File: src/rtl/multi_pattern_generator_if.sv
// multi_pattern_generator_if: pixel-queue bus between the pattern generator and the display-side queue
// Signals:
//   enable, mode[1:0], solid_color[15:0]  controls into the generator
//   queue_full                            back-pressure from the queue
//   queue_data[16:0], queue_wr_en         word stream (bit16 = marker flag)
//   queue_clk, busy, frame_count[7:0]     status from the generator
// Modports: master = generator side, slave = queue/controller side.
interface multi_pattern_generator_if;
  logic        enable;
  logic [1:0]  mode;
  logic [15:0] solid_color;
  logic        queue_full;
  logic [16:0] queue_data;
  logic        queue_wr_en;
  logic        queue_clk;
  logic        busy;
  logic [7:0]  frame_count;
  modport master (
    input  enable, mode, solid_color, queue_full,
    output queue_data, queue_wr_en, queue_clk, busy, frame_count
  );
  modport slave (
    output enable, mode, solid_color, queue_full,
    input  queue_data, queue_wr_en, queue_clk, busy, frame_count
  );
endinterface

File: src/rtl/multi_pattern_generator.sv
// multi_pattern_generator: test-pattern video source streaming frames into the display pixel queue
// Ports:
//   clk      pixel/queue clock
//   reset_n  asynchronous active-low reset
//   bus      multi_pattern_generator_if.master (enable, mode, solid_color, queue_full in;
//            queue_data, queue_wr_en, queue_clk, busy, frame_count out)
// Optional feature: define PATTERN_ANIMATION_EN to enable the frame counter and the
// checkerboard phase that inverts every frame; otherwise frame_count is held at 0.
module multi_pattern_generator #(
  parameter int FRAME_WIDTH   = 480,
  parameter int FRAME_HEIGHT  = 272,
  parameter int NUM_BARS      = 8,
  parameter int CHECKER_SHIFT = 4,
  parameter int SEND_MARKERS  = 1
) (
  input logic clk,
  input logic reset_n,
  multi_pattern_generator_if.master bus
);
  typedef enum logic [2:0] {IDLE, FRAME_START, ROW_START, PIXELS, FRAME_END} state_t;
  localparam int   BAR_W = (FRAME_WIDTH / NUM_BARS) < 1 ? 1 : FRAME_WIDTH / NUM_BARS;
  localparam logic MK    = SEND_MARKERS != 0;
  localparam logic [7:0][15:0] PAL = {16'h0000, 16'h001F, 16'hF800, 16'hF81F,
                                      16'h07E0, 16'h07FF, 16'hFFE0, 16'hFFFF};
  state_t      state_q, state_d;
  logic [10:0] col_q, col_d, row_q, row_d, bar_col_q, bar_col_d;
  logic [2:0]  bar_q, bar_d;
  logic [1:0]  mode_q, mode_d;
  logic [15:0] solid_q, solid_d;
  logic [16:0] data_q, data_d;
  logic        wr_q, wr_d, busy_q, busy_d;
  logic        phase, emit, last_col, last_row, ck;
  logic [7:0]  g;
  logic [15:0] rgb;
  logic [16:0] word;
  assign g        = col_q[7:0];
  assign ck       = col_q[CHECKER_SHIFT] ^ row_q[CHECKER_SHIFT] ^ phase;
  assign rgb      = mode_q == 2'd0 ? PAL[bar_q] :
                    mode_q == 2'd1 ? {g[7:3], g[7:2], g[7:3]} :
                    mode_q == 2'd2 ? {16{ck}} : solid_q;
  assign word     = state_q == FRAME_START ? 17'h10000 :
                    state_q == ROW_START   ? 17'h10001 :
                    state_q == FRAME_END   ? 17'h1FFFF : {1'b0, rgb};
  // Every non-idle state has exactly one word pending; it goes out only when the queue has room.
  assign emit     = state_q != IDLE && !bus.queue_full;
  assign last_col = col_q == 11'(FRAME_WIDTH - 1);
  assign last_row = row_q == 11'(FRAME_HEIGHT - 1);
  always_comb begin
    state_d   = state_q;
    col_d     = col_q;
    row_d     = row_q;
    bar_d     = bar_q;
    bar_col_d = bar_col_q;
    mode_d    = mode_q;
    solid_d   = solid_q;
    wr_d      = emit;
    data_d    = emit ? word : data_q;
    busy_d    = emit || (busy_q && state_q != IDLE);
    if (state_q == IDLE && bus.enable) begin
      state_d   = MK ? FRAME_START : PIXELS;
      mode_d    = bus.mode;
      solid_d   = bus.solid_color;
      col_d     = '0;
      row_d     = '0;
      bar_d     = '0;
      bar_col_d = '0;
    end else if (emit) begin
      case (state_q)
        FRAME_START: state_d = ROW_START;
        ROW_START:   state_d = PIXELS;
        FRAME_END:   state_d = IDLE;
        PIXELS: begin
          if (last_col) begin
            col_d     = '0;
            bar_d     = '0;
            bar_col_d = '0;
            if (last_row) state_d = MK ? FRAME_END : IDLE;
            else begin
              row_d   = row_q + 11'd1;
              state_d = MK ? ROW_START : PIXELS;
            end
          end else begin
            col_d = col_q + 11'd1;
            // The last bar never advances, so it soaks up the remainder columns.
            if (bar_col_q == 11'(BAR_W - 1) && bar_q != 3'(NUM_BARS - 1)) begin
              bar_d     = bar_q + 3'd1;
              bar_col_d = '0;
            end else bar_col_d = bar_col_q + 11'd1;
          end
        end
        default: ;
      endcase
    end
  end
  always_ff @(posedge clk or negedge reset_n) begin
    if (!reset_n) begin
      state_q   <= IDLE;
      col_q     <= '0;
      row_q     <= '0;
      bar_q     <= '0;
      bar_col_q <= '0;
      mode_q    <= '0;
      solid_q   <= '0;
      data_q    <= '0;
      wr_q      <= 1'b0;
      busy_q    <= 1'b0;
    end else begin
      state_q   <= state_d;
      col_q     <= col_d;
      row_q     <= row_d;
      bar_q     <= bar_d;
      bar_col_q <= bar_col_d;
      mode_q    <= mode_d;
      solid_q   <= solid_d;
      data_q    <= data_d;
      wr_q      <= wr_d;
      busy_q    <= busy_d;
    end
  end
`ifdef PATTERN_ANIMATION_EN
  logic [7:0] frame_count_q, frame_count_d;
  // A frame completes on the end marker, or on the last pixel when markers are off.
  assign frame_count_d = frame_count_q + 8'(emit && (state_q == FRAME_END ||
                         (!MK && state_q == PIXELS && last_col && last_row)));
  always_ff @(posedge clk or negedge reset_n) begin
    if (!reset_n) frame_count_q <= '0;
    else frame_count_q <= frame_count_d;
  end
  assign phase           = frame_count_q[0];
  assign bus.frame_count = frame_count_q;
`else
  assign phase           = 1'b0;
  assign bus.frame_count = '0;
`endif
  assign bus.queue_data  = data_q;
  assign bus.queue_wr_en = wr_q;
  assign bus.busy        = busy_q;
  assign bus.queue_clk   = clk;
endmodule

File: src/flat_wrapper.sv
// flat-port wrapper written by rule: the top's interface ports become plain ports
module multi_pattern_generator_flat 
#(
  parameter int FRAME_WIDTH   = 480,
  parameter int FRAME_HEIGHT  = 272,
  parameter int NUM_BARS      = 8,
  parameter int CHECKER_SHIFT = 4,
  parameter int SEND_MARKERS  = 1
)
  (clk, reset_n, bus_enable, bus_mode, bus_solid_color, bus_queue_full, bus_queue_data, bus_queue_wr_en, bus_queue_clk, bus_busy, bus_frame_count);
  multi_pattern_generator_if bus_i ();
  input logic clk;
  input logic reset_n;
  input wire logic [$bits(bus_i.enable)-1:0] bus_enable;
  input wire logic [$bits(bus_i.mode)-1:0] bus_mode;
  input wire logic [$bits(bus_i.solid_color)-1:0] bus_solid_color;
  input wire logic [$bits(bus_i.queue_full)-1:0] bus_queue_full;
  output wire logic [$bits(bus_i.queue_data)-1:0] bus_queue_data;
  output wire logic [$bits(bus_i.queue_wr_en)-1:0] bus_queue_wr_en;
  output wire logic [$bits(bus_i.queue_clk)-1:0] bus_queue_clk;
  output wire logic [$bits(bus_i.busy)-1:0] bus_busy;
  output wire logic [$bits(bus_i.frame_count)-1:0] bus_frame_count;
  assign bus_i.enable = bus_enable;
  assign bus_i.mode = bus_mode;
  assign bus_i.solid_color = bus_solid_color;
  assign bus_i.queue_full = bus_queue_full;
  assign bus_queue_data = bus_i.queue_data;
  assign bus_queue_wr_en = bus_i.queue_wr_en;
  assign bus_queue_clk = bus_i.queue_clk;
  assign bus_busy = bus_i.busy;
  assign bus_frame_count = bus_i.frame_count;
  multi_pattern_generator #(.FRAME_WIDTH(FRAME_WIDTH), .FRAME_HEIGHT(FRAME_HEIGHT), .NUM_BARS(NUM_BARS), .CHECKER_SHIFT(CHECKER_SHIFT), .SEND_MARKERS(SEND_MARKERS)) u_core (.clk(clk), .reset_n(reset_n), .bus(bus_i));
endmodule
File: config.mk
export PLATFORM = sky130hd
export DESIGN_NAME = multi_pattern_generator_flat
export DESIGN_NICKNAME = d
export VERILOG_FILES = /design/src/rtl/multi_pattern_generator_if.sv /design/src/rtl/multi_pattern_generator.sv /design/src/flat_wrapper.sv
export SDC_FILE = /design/constraint.sdc
export NUM_CORES = 1
export LEC_CHECK = 0
export BUFFER_PORTS_ARGS = -buffer_cell sky130_fd_sc_hd__buf_2
export CAP_MARGIN = 10
export CORE_MARGIN = 2
export CORE_UTILIZATION = 58
export DETAILED_ROUTE_END_ITERATION = 7
export GPL_ROUTABILITY_DRIVEN = 0
export PLACE_DENSITY = 0.8
export SYNTH_ARGS = -nofsm -noshare
export SYNTH_HDL_FRONTEND = slang
export SYNTH_SLANG_ARGS = --single-unit
File: constraint.sdc
create_clock -name clk -period 3.19 [get_ports clk]
set_input_delay 0.1595 -clock clk [delete_from_list [all_inputs] [get_ports clk]]
set_output_delay 0.1595 -clock clk [all_outputs]
set_load 0.05 [all_outputs]
Word level (Yosys, flattened, before mapping):

Memories as Yosys holds them, arrays and structs flattened.
Index checks and enable logic that the tools add are counted.

* bits in writable memories: 0
* bits in read-only memories: 128
* bits in latches: 0
* output and inout bits: 28
* logic and storage cells: 78
* flip-flop bits (word level): 76
* memories: 1

* equality and inequality tests: 12
* multiply operators: 0
* shift operators: 0
* bitwise logic cells: 1
* add/sub/neg operators: 4
* mux-type cells: 31
* div/mod/pow operators: 0
* reductions and logical operators: 18
* magnitude comparators: 1

Memories
* (name not given): depth 8, bits a word 16, read ports 1, clocked after Yosys merged registers in 0, write ports 0, line multi_pattern_generator.sv:38 `assign rgb = mode_q == 2'd0 ? PAL[bar_q] :`

Operators by type and width (number)
* two-way mux 11 bit: 14
* two-way mux 16 bit: 4
* two-way mux 17 bit: 3
* adder 11 x 1 -> 11 bit (second input constant): 3
* two-way mux 3 bit: 9
* equality test 11 x 9 -> 1 bit (second input constant): 2
* case mux 3 bit (4 select lines): 1
* equality test 11 x 6 -> 1 bit (second input constant): 1
* equality test 3 x 2 -> 1 bit (second input constant): 2
* AND reduction 3 bit: 2
* nonzero test 2 bit: 3
* nonzero test 3 bit: 2
* nonzero test 5 bit: 1
* logical AND 1 bit: 4
* < comparator 3 x 4 -> 1 bit (second input constant): 1
* AND reduction 4 bit: 1
* adder 3 x 1 -> 3 bit (second input constant): 1
* equality test 3 x 1 -> 1 bit (second input constant): 1
* equality test 3 bit (second input constant): 1
* logical NOT 3 bit: 1
* != test 3 x 1 -> 1 bit (second input constant): 1
* != test 3 bit (second input constant): 1
* equality test 2 x 1 -> 1 bit (second input constant): 1
* equality test 2 bit (second input constant): 1
* other kinds (6): 6

Longest topological paths before layout:

Gate-level depths: netlist of the first run.

* word-level depth: 7
* mapped depth: 8
* depth with buffers taken out: 6

==> flow_summary_export.csv, run 1 <==
group,metric,value,unit
status,status,"complete, no violations",
yosys,ys_seq_elements,76,
sta,fin_skew,10.0,ps
yosys,synth_edf_count,0,
layout,multiInputGateArea,1970,sq um
global_route,antenna_found_initial,0,
drt,routedWlPerCell,16.5,microns
sta,fin_setup_tns,0,ps
floorplan,initial_core_util,59.9,%
sta,finalSetupViolations,0,
worst_setup_path,worstPathCellList,"ha_1 > and4_1 > a31oi_2 > nand3_1 > o311ai_1",
power_and_ir_drop,leakagePower,0.00214,uW
yosys,synthArstFlopShare,100,%
placed_design,dpl.hpwl,6.23,mm
floorplan,core_area,6790,sq um
drt,wirelength,9.90,mm
drt,dr.pass1.iters,5,
worst_setup_path,cp-end-kind,"register",
sta,finalMaxSlewViolations,0,
sta,fin_crit,2500,ps
worst_hold_path,hold_class,"in -> reg",
global_route,grt_usage,27.3,%
floorplan,dieWidth,87.8,microns
global_route,grt_max_degree,77,
worst_setup_path,crit_slowest_cell,"a31oi_2",
worst_setup_path,cpPeakStageDelay,750,ps
sta,post-route-period-util,78.5,%
layout,n_fill_cell,490,
drt,viasPerCell,6.06,
floorplan,die-area,7700,sq um
sta,relSlewSlack,33.3,%
clock_tree,clk-insertion-delay-late,460,ps
worst_setup_path,start_kind,"register",
global_route,grt.overflow.total,0,
clock_tree,cts_tree,"yes",
yosys,synth_cell_type_count,61,
worst_setup_path,worstReg2RegStart,"u_core.col_q[0]",
clock_tree,clkTransAtPathRegs,80,ps
drt,vias,3629,
worst_setup_path,path_buf_inv,0,
layout,nets,525,
worst_setup_path,crit_required,3540,ps
job,drv_cap,0,
global_route,grt_pass1_wl,16.1,mm
worst_setup_path,critPathLaunch,"u_core.col_q[0]",
yosys,ys.flop_type,"dfrtp_1",
global_route,grt_pass1_vias,3418,
floorplan,io_pins,50,
placed_design,io_buffers,41,
yosys,synth.cell_area,4070,sq um
power_and_ir_drop,ir_worst_vdd,0.686,mV
floorplan,rows,30,
sta,max_freq,0.399,GHz
drt,drc,0,
drt,drtIter0Drc,245,
sta,hold_viol,0,
worst_setup_path,critPathArrivalTime,2860,ps
worst_setup_path,crit_type,"reg -> reg",
worst_setup_path,cp_top_family,"compound AO/OA/AOI/OAI gates",
worst_hold_path,min-delay-start,"bus_enable",
yosys,avgSynthCellArea,9.02,sq um
sta,tightest_slew,998,ps
layout,seqCellArea,1900,sq um
yosys,yosysSeqAreaShare,46.7,%
layout,n_antenna_cell,0,
power_and_ir_drop,p_per_area,758,nW/um^2
layout,drive_gt1_share,15.7,%
layout,final_util,69.8,%
yosys,netlist_instances,451,
yosys,yosys_warnings,0,
layout,syn_to_final_growth,16.5,%
layout,final_common_cell,"nand2_1",
drt,antenna_left,0,
layout,mostFrequentLayoutCells,"nand2_1, dfrtp_1, buf_2, a21oi_1, o21ai_0",
worst_setup_path,cp_max_fo,22,
clock_tree,post_cts_resized,0,
floorplan,die_y,87.8,microns
sta,rsz0062_at_grt,"false",
==> layer usage <==
layer	part of all wire (%)	track usage (%)
met3	5.1	5.18
met4	2.5	12.3
met2	49	43.0
met5	0	0
met1	43	37.0
==> state kept, by name, indices dropped and copies added (netlist names) <==
name                    cells
u_core.bar_col_q           11
u_core.bar_q                3
u_core.bus.busy             1
u_core.bus.queue_data      17
u_core.bus.queue_wr_en      1
u_core.col_q               11
u_core.mode_q               2
u_core.row_q               11
u_core.solid_q             16
u_core.state_q              3
==> stage by stage <==
stage / area (sq um) / hold WS, ps / instances / worst slack (ps) / total power, uW
after floorplan: 4100 / -136 / 458 / 969 / 2360
after global placement: 4280 / 348 / 560 / 808 / 2600
after detailed placement: 4280 / 353 / 560 / 763 / 2630
after CTS: 4740 / 76.1 / 599 / 743 / 3580
after global routing: 4740 / 143 / 599 / 502 / 3780
final: 4740 / 88.8 / 599 / 685 / 3590
==> worst register-to-register path, cell delays in order, from the launching register on <==
cell	delay, ps
dfrtp_1	430
ha_1	250
and4_1	290
a31oi_2	750
nand3_1	360
o311ai_1	320
==> cells by family (layout without fill, tap and decap cells) <==
kind of cell,Yosys count,after routing,synth area share (%)
simple gates,197,197,24.9
compound gates,112,112,18.1
flops,76,76,46.7
buf+inv,49,94,5.78
mux,7,7,2.06
fa+ha+maj,5,5,1.54
xor+xnor,4,4,0.861
other cells,1,8,0.0922
==> area by class of cell <==
cell class                      count  share of cell area [%]
Sequential cell                    76                    40.1
Clock buffer                       13                    3.59
Timing Repair Buffer               66                    9.45
Inverter                            8                   0.633
Tap cell                           96                    2.53
Multi-Input combinational cell    333                    41.6
Clock inverter                      7                    2.08
==> what timing repair did <==
item | 4_1_cts | 5_1_grt
hold buffers | 20 | 0
hold endpoints to repair | 96 | 0
buffers inserted | 0 | 0
==> cells in the mapped netlist (all sizes together) (2+ instances only) <==
| library cell | n | area, sq um |
|---|---|---|
| nor2 | 17 | 63.8 |
| or3 | 5 | 32.5 |
| and3 | 6 | 37.5 |
| nand2 | 91 | 344 |
| nor3 | 6 | 41.3 |
| nor2b | 9 | 56.3 |
| nand2b | 7 | 43.8 |
| ha | 5 | 62.6 |
| mux2i | 5 | 50.1 |
| nand3 | 19 | 95.1 |
| nand4 | 11 | 68.8 |
| and4 | 2 | 17.5 |
| or2 | 2 | 12.5 |
| xor2 | 3 | 26.3 |
| inv | 8 | 30.0 |
| a31oi | 8 | 50.1 |
| o211ai | 12 | 90.1 |
| a22o | 8 | 70.1 |
| a21oi | 29 | 145 |
| o311ai | 7 | 61.3 |
| clkbuf | 21 | 78.8 |
| or3b | 2 | 17.5 |
| dfrtp | 76 | 1900 |
| a211oi | 3 | 22.5 |
| or4 | 8 | 60.1 |
| o2bb2ai | 2 | 17.5 |
| nor4b | 4 | 56.3 |
| o221ai | 3 | 26.3 |
| nor4 | 2 | 12.5 |
| buf | 20 | 126 |
| o21ai | 25 | 125 |
| o31ai | 6 | 45.0 |
==> power by group <==
group	switching (uW)	internal [uW]	total (uW)
Combinational	742	380	1120
Clock	456	534	990
Sequential	281	1200	1480
Total	1480	2120	3590
==> final timing paths <==
path / endpoint / slack [ps] / depth (start not counted)
worst min register to register: u_core.solid_q[10] / 480 / 2
min in group asynchronous: u_core.row_q[7] / 380 / 2
worst max-delay path: u_core.bar_col_q[5] / 690 / 5
max in group asynchronous: u_core.col_q[0] / 2210 / 2
worst max register to register: u_core.bar_col_q[5] / 690 / 5
worst min-delay path: u_core.state_q[0] / 90 / 5
Note: power is estimated with default switching activity, not from simulation.
==> run 2, diff against run 1 <==
clock period = 2.6 ns   (was 3.19 ns; I/O delays follow)
==> flow_summary_export.csv, run 2 (synthesized netlist as in run 1, its figures left out) <==
group,metric,value,unit
worst_setup_path,critPathMostFrequentCell,"ha_1",
global_route,grt_most_used_layer,"met1",
layout,largest_register_ffs,17,
layout,final_common_cell,"nand2_1",
worst_setup_path,critPathArrivalTime,2700,ps
clock_tree,clk-insertion-delay-late,470,ps
worst_setup_path,crit_slowest_cell,"or4_4",
worst_setup_path,cpPeakStageDelay,630,ps
drt,viasPerCell,5.95,
power_and_ir_drop,leakagePower,0.00217,uW
drt,routedWlPerCell,16.3,microns
power_and_ir_drop,pwr-share-clk,24.5,%
global_route,antenna_found_initial,0,
floorplan,rows,30,
sta,max_freq,0.423,GHz
drt,antenna_left,0,
job,drv_cap,0,
worst_setup_path,path_depth,6,
layout,n_antenna_cell,0,
worst_setup_path,crit_end,"u_core.bar_col_q[2]",
power_and_ir_drop,p_per_area,895,nW/um^2
power_and_ir_drop,switching_share,42.9,%
worst_setup_path,cp-end-kind,"register",
global_route,grt_usage,27.0,%
worst_setup_path,crit_required,2930,ps
global_route,grt_pass1_vias,3312,
worst_setup_path,cp_max_fo,9,
worst_setup_path,cp_top_family,"simple AND/OR/NAND/NOR gates",
global_route,grt_util_met1,40.3,%
sta,hold_slack,61.1,ps
placed_design,io_buffers,41,
worst_setup_path,worstReg2RegStart,"u_core.bar_q[0]",
global_route,use_met2,39.3,%
power_and_ir_drop,power.net_switching,1830,uW
sta,finalSetupViolations,0,
layout,syn_to_final_growth,17.3,%
layout,drive_gt1_share,17.4,%
sta,rsz0062_at_grt,"false",
placed_design,dpl.hpwl,6.36,mm
power_and_ir_drop,ir_worst_vdd,0.647,mV
clock_tree,clkTransAtPathRegs,80,ps
sta,fin_crit,2360,ps
status,status,"complete, no violations",
layout,mostFrequentLayoutCells,"nand2_1, dfrtp_1, buf_2, a21oi_1, o21ai_0",
power_and_ir_drop,cell_internal_pwr,2440,uW
worst_hold_path,hold_class,"in -> reg",
floorplan,die-area,7700,sq um
floorplan,initial_core_util,59.9,%
floorplan,io_pins,50,
worst_setup_path,r2r-end,"u_core.bar_col_q[2]",
sta,post-route-period-util,90.9,%
power_and_ir_drop,p_seq_share,41.4,%
worst_hold_path,min_delay_path_depth,5,
drt,wirelength,9.92,mm
sta,relSlewSlack,37.7,%
worst_setup_path,crit_type,"reg -> reg",
floorplan,die_y,87.8,microns
global_route,grt_pass1_wl,16.1,mm
worst_setup_path,start_kind,"register",
global_route,grt.overflow.total,0,
worst_setup_path,r2r_cells,6,
drt,vias,3616,
sta,fin_skew,13.5,ps
worst_setup_path,worstPathCellList,"ha_1 > ha_1 > or4_1 > or4_4 > nand3_1 > o21ai_0",
sta,tightest_slew,935,ps
drt,dr.pass1.iters,5,
global_route,grt_max_degree,77,
layout,nets,534,
drt,drc,0,
clock_tree,cts_tree,"yes",
power_and_ir_drop,pwr-share-comb,34.1,%
worst_setup_path,path_buf_inv,0,
floorplan,dieWidth,87.8,microns
clock_tree,post_cts_buffers,0,
drt,drtIter0Drc,363,
global_route,gr-usage-met3,4.34,%
worst_setup_path,r2r_setup_slack,240,ps
worst_setup_path,critPathLaunch,"u_core.bar_q[0]",
sta,fin_setup_tns,0,ps
sta,finalMaxSlewViolations,0,
floorplan,core_area,6790,sq um
sta,hold_viol,0,
-- run 2: cell type report --
class,instances,area (sq um)
Fill cell,495,2020
Timing Repair Buffer,75,515
Tap cell,96,120
Multi-Input combinational cell,333,1980
Inverter,8,30.0
Clock buffer,13,170
Sequential cell,76,1900
Clock inverter,7,56.3
-- run 2: stage by stage --
| stage | area, sq um | worst slack, ps | util [%] | cells | total power (uW) |
|---|---|---|---|---|---|
| after floorplan | 4100 | 379 | - | 458 | 2890 |
| after global placement | 4350 | 186 | 64.0 | 569 | 3220 |
| after detailed placement | 4350 | 78.4 | 64.0 | 569 | 3270 |
| after CTS | 4770 | 72.5 | 70.2 | 608 | 4260 |
| after global routing | 4770 | 120 | 70.2 | 608 | 4500 |
| final | 4770 | 236 | 70.2 | 608 | 4270 |
-- run 2: how the worst min path moves through the flow --
stage	start	to
2_1_floorplan	reset_n	u_core.bar_col_q[0]
3_3_place_gp	bus_solid_color[13]	u_core.solid_q[13]
3_5_place_dp	bus_solid_color[1]	u_core.solid_q[1]
4_1_cts	bus_enable	u_core.state_q[0]
5_1_grt	bus_enable	u_core.state_q[0]
6_report	bus_enable	u_core.state_q[0]
-- run 2: layer usage --
| metal | wire, microns | share of wire, % |
|---|---|---|
| met1 | 4570 | 46 |
| met4 | 208 | 2.1 |
| met2 | 4560 | 46 |
| met3 | 570 | 5.7 |
| met5 | 0 | 0 |
-- run 2: worst min-delay path: stages --
cell	delay, ps
buf_2	110
nand2b_1	60
a21oi_1	50
nor2_1	80
a31oi_1	50
-- run 2: repair_timing --
item	in CTS	in global routing
endpoints found under the hold margin	96	0
gates resized for setup	0	1
hold buffers	20	0
endpoints found under the setup margin	0	5
-- run 2: power by group through the flow --
stage                     logic, uW  registers (uW)  clock network, uW
after floorplan                 730            2080               82.9
after global placement         1390            1750               73.4
after detailed placement       1410            1780               73.4
after CTS                      1450            1760               1050
after global routing           1580            1810               1100
final                          1460            1770               1040
==> run 3, diff against run 2 <==
BUFFER_PORTS_ARGS = default   (was -buffer_cell sky130_fd_sc_hd__buf_2)
CORE_UTILIZATION = 63   (was 58)
DONT_BUFFER_PORTS = 1   (was default)
PLACE_DENSITY = 0.79   (was 0.8)
==> flow_summary_export.csv, run 3 (synthesized netlist as in run 1, its figures left out) <==
group,metric,value,unit
global_route,grt_max_degree,77,
worst_setup_path,crit_type,"reg -> reg",
worst_hold_path,min_delay_path_depth,4,
layout,largest_register_ffs,17,
layout,mostFrequentLayoutCells,"nand2_1, dfrtp_1, a21oi_1, o21ai_0, dlygate4sd3_1",
worst_setup_path,critPathArrivalTime,2700,ps
sta,relSlewSlack,54.9,%
layout,fin_cells,548,
worst_setup_path,cp-end-kind,"register",
clock_tree,htreeDepth,3,
layout,nets,493,
drt,antenna_left,0,
floorplan,die_y,84.4,microns
layout,final_util,72.8,%
power_and_ir_drop,ir_worst_vdd,0.732,mV
status,status,"complete, no violations",
clock_tree,cts_tree,"yes",
power_and_ir_drop,leakagePower,0.00202,uW
placed_design,placedCellCount,511,
sta,tightest_slew,674,ps
clock_tree,clkTransAtPathRegs,90,ps
worst_setup_path,r2r_cells,6,
sta,fin_skew,7.63,ps
drt,viasPerCell,6.43,
placed_design,place_ws,97.4,ps
drt,drtIter0Drc,364,
global_route,grt_usage,28.1,%
layout,n_antenna_cell,0,
power_and_ir_drop,p_per_area,899,nW/um^2
worst_hold_path,hold_class,"in -> reg",
global_route,grt.overflow.total,0,
drt,drc,0,
worst_setup_path,crit_required,2900,ps
clock_tree,post_cts_buffers,0,
sta,max_freq,0.416,GHz
floorplan,rows,29,
floorplan,die-area,7120,sq um
drt,dr.pass1.iters,5,
floorplan,core_area,6310,sq um
drt,vias,3523,
global_route,grt_pass1_vias,3240,
clock_tree,cts-root-buf,"clkbuf_8",
global_route,grt_pass1_wl,16.0,mm
worst_setup_path,cp_max_fo,9,
sta,rsz0062_at_grt,"false",
clock_tree,cts_sinks,76,
sta,fin_crit,2400,ps
drt,routedWlPerCell,17.4,microns
global_route,use_met2,41.8,%
global_route,gr-usage-met3,4.72,%
global_route,grt_util_met1,41.5,%
clock_tree,clk-insertion-delay-late,370,ps
floorplan,io_pins,50,
layout,drive_gt1_share,10.2,%
global_route,grt_most_used_layer,"met2",
floorplan,dieWidth,84.4,microns
placed_design,io_buffers,0,
job,drv_cap,0,
sta,fin_setup_tns,0,ps
sta,finalSetupViolations,0,
floorplan,initial_core_util,64.4,%
sta,post-route-period-util,92.4,%
layout,final_common_cell,"nand2_1",
sta,fin_ws,197,ps
global_route,antenna_found_initial,0,
clock_tree,numCtsBuffers,9,
sta,hold_viol,0,
sta,finalMaxSlewViolations,0,
clock_tree,cts_buffer_depth,2,
worst_setup_path,start_kind,"register",
layout,syn_to_final_growth,12.9,%
drt,wirelength,9.52,mm
placed_design,dpl.hpwl,6.14,mm
run 3: cell types whose count changed in the layout (fill, tap and decap cells not counted), sizes merged:
| cell | before | now |
|---|---|---|
| clkbuf | 12 | 9 |
| buf | 56 | 18 |
| bufinv | 0 | 2 |
| clkinv | 1 | 2 |
| inv | 13 | 10 |
run 3: through the flow:
stage	hold WS, ps	cell area [sq um]	power (uW)
after floorplan	-166	4100	2890
after global placement	-164	4140	3000
after detailed placement	-163	4140	3040
after CTS	43.4	4590	4120
after global routing	85.2	4600	4350
final	43.9	4600	4130
run 3: critical path, stage by stage (launching register included):
cell and delay [ps]:
dfrtp_1 450, ha_1 230, ha_1 180, or4_1 410, or4_4 630, nor3_4 270
a2bb2oi_2 160
run 3: path summary, 6_finish.rpt:
kind,from,end,slack [ps]
worst max-delay path,u_core.bar_q[0],u_core.bar_q[0],200
worst min-delay path,bus_enable,u_core.state_q[0],40
worst max register to register,u_core.bar_q[0],u_core.bar_q[0],200
worst min register to register,u_core.solid_q[10],u_core.solid_q[10],480
max in group asynchronous,reset_n,u_core.bar_col_q[0],2000
min in group asynchronous,reset_n,u_core.row_q[7],300
run 3: power by group:
group,internal [uW],switching [uW],leakage (uW)
combinational,411,506,0.000974
sequential,1470,715,0.000938
clock,547,485,0.000110
run 3: layout make-up:
| cell class | count | area (sq um) |
|---|---|---|
| Fill cell | 480 | 1720 |
| Clock inverter | 7 | 98.8 |
| Timing Repair Buffer | 38 | 368 |
| Sequential cell | 76 | 1900 |
| Inverter | 8 | 30.0 |
| Tap cell | 77 | 96.3 |
| Clock buffer | 9 | 124 |
| Multi-Input combinational cell | 333 | 1980 |
run 3: metal layers:
layer / up-vias / share of wire [%] / routed length, microns
met5: - / 0 / 0
met4: 0 / 2.1 / 197
li1: 1654 / - / -
met1: 1677 / 44 / 4190
met2: 163 / 46 / 4420
met3: 29 / 7.5 / 713
run 3: repair_timing:
item	CTS	global route
hold buffers	21	0
resized for setup	0	1
setup endpoints to repair	0	8
endpoints found under the hold margin	98	0
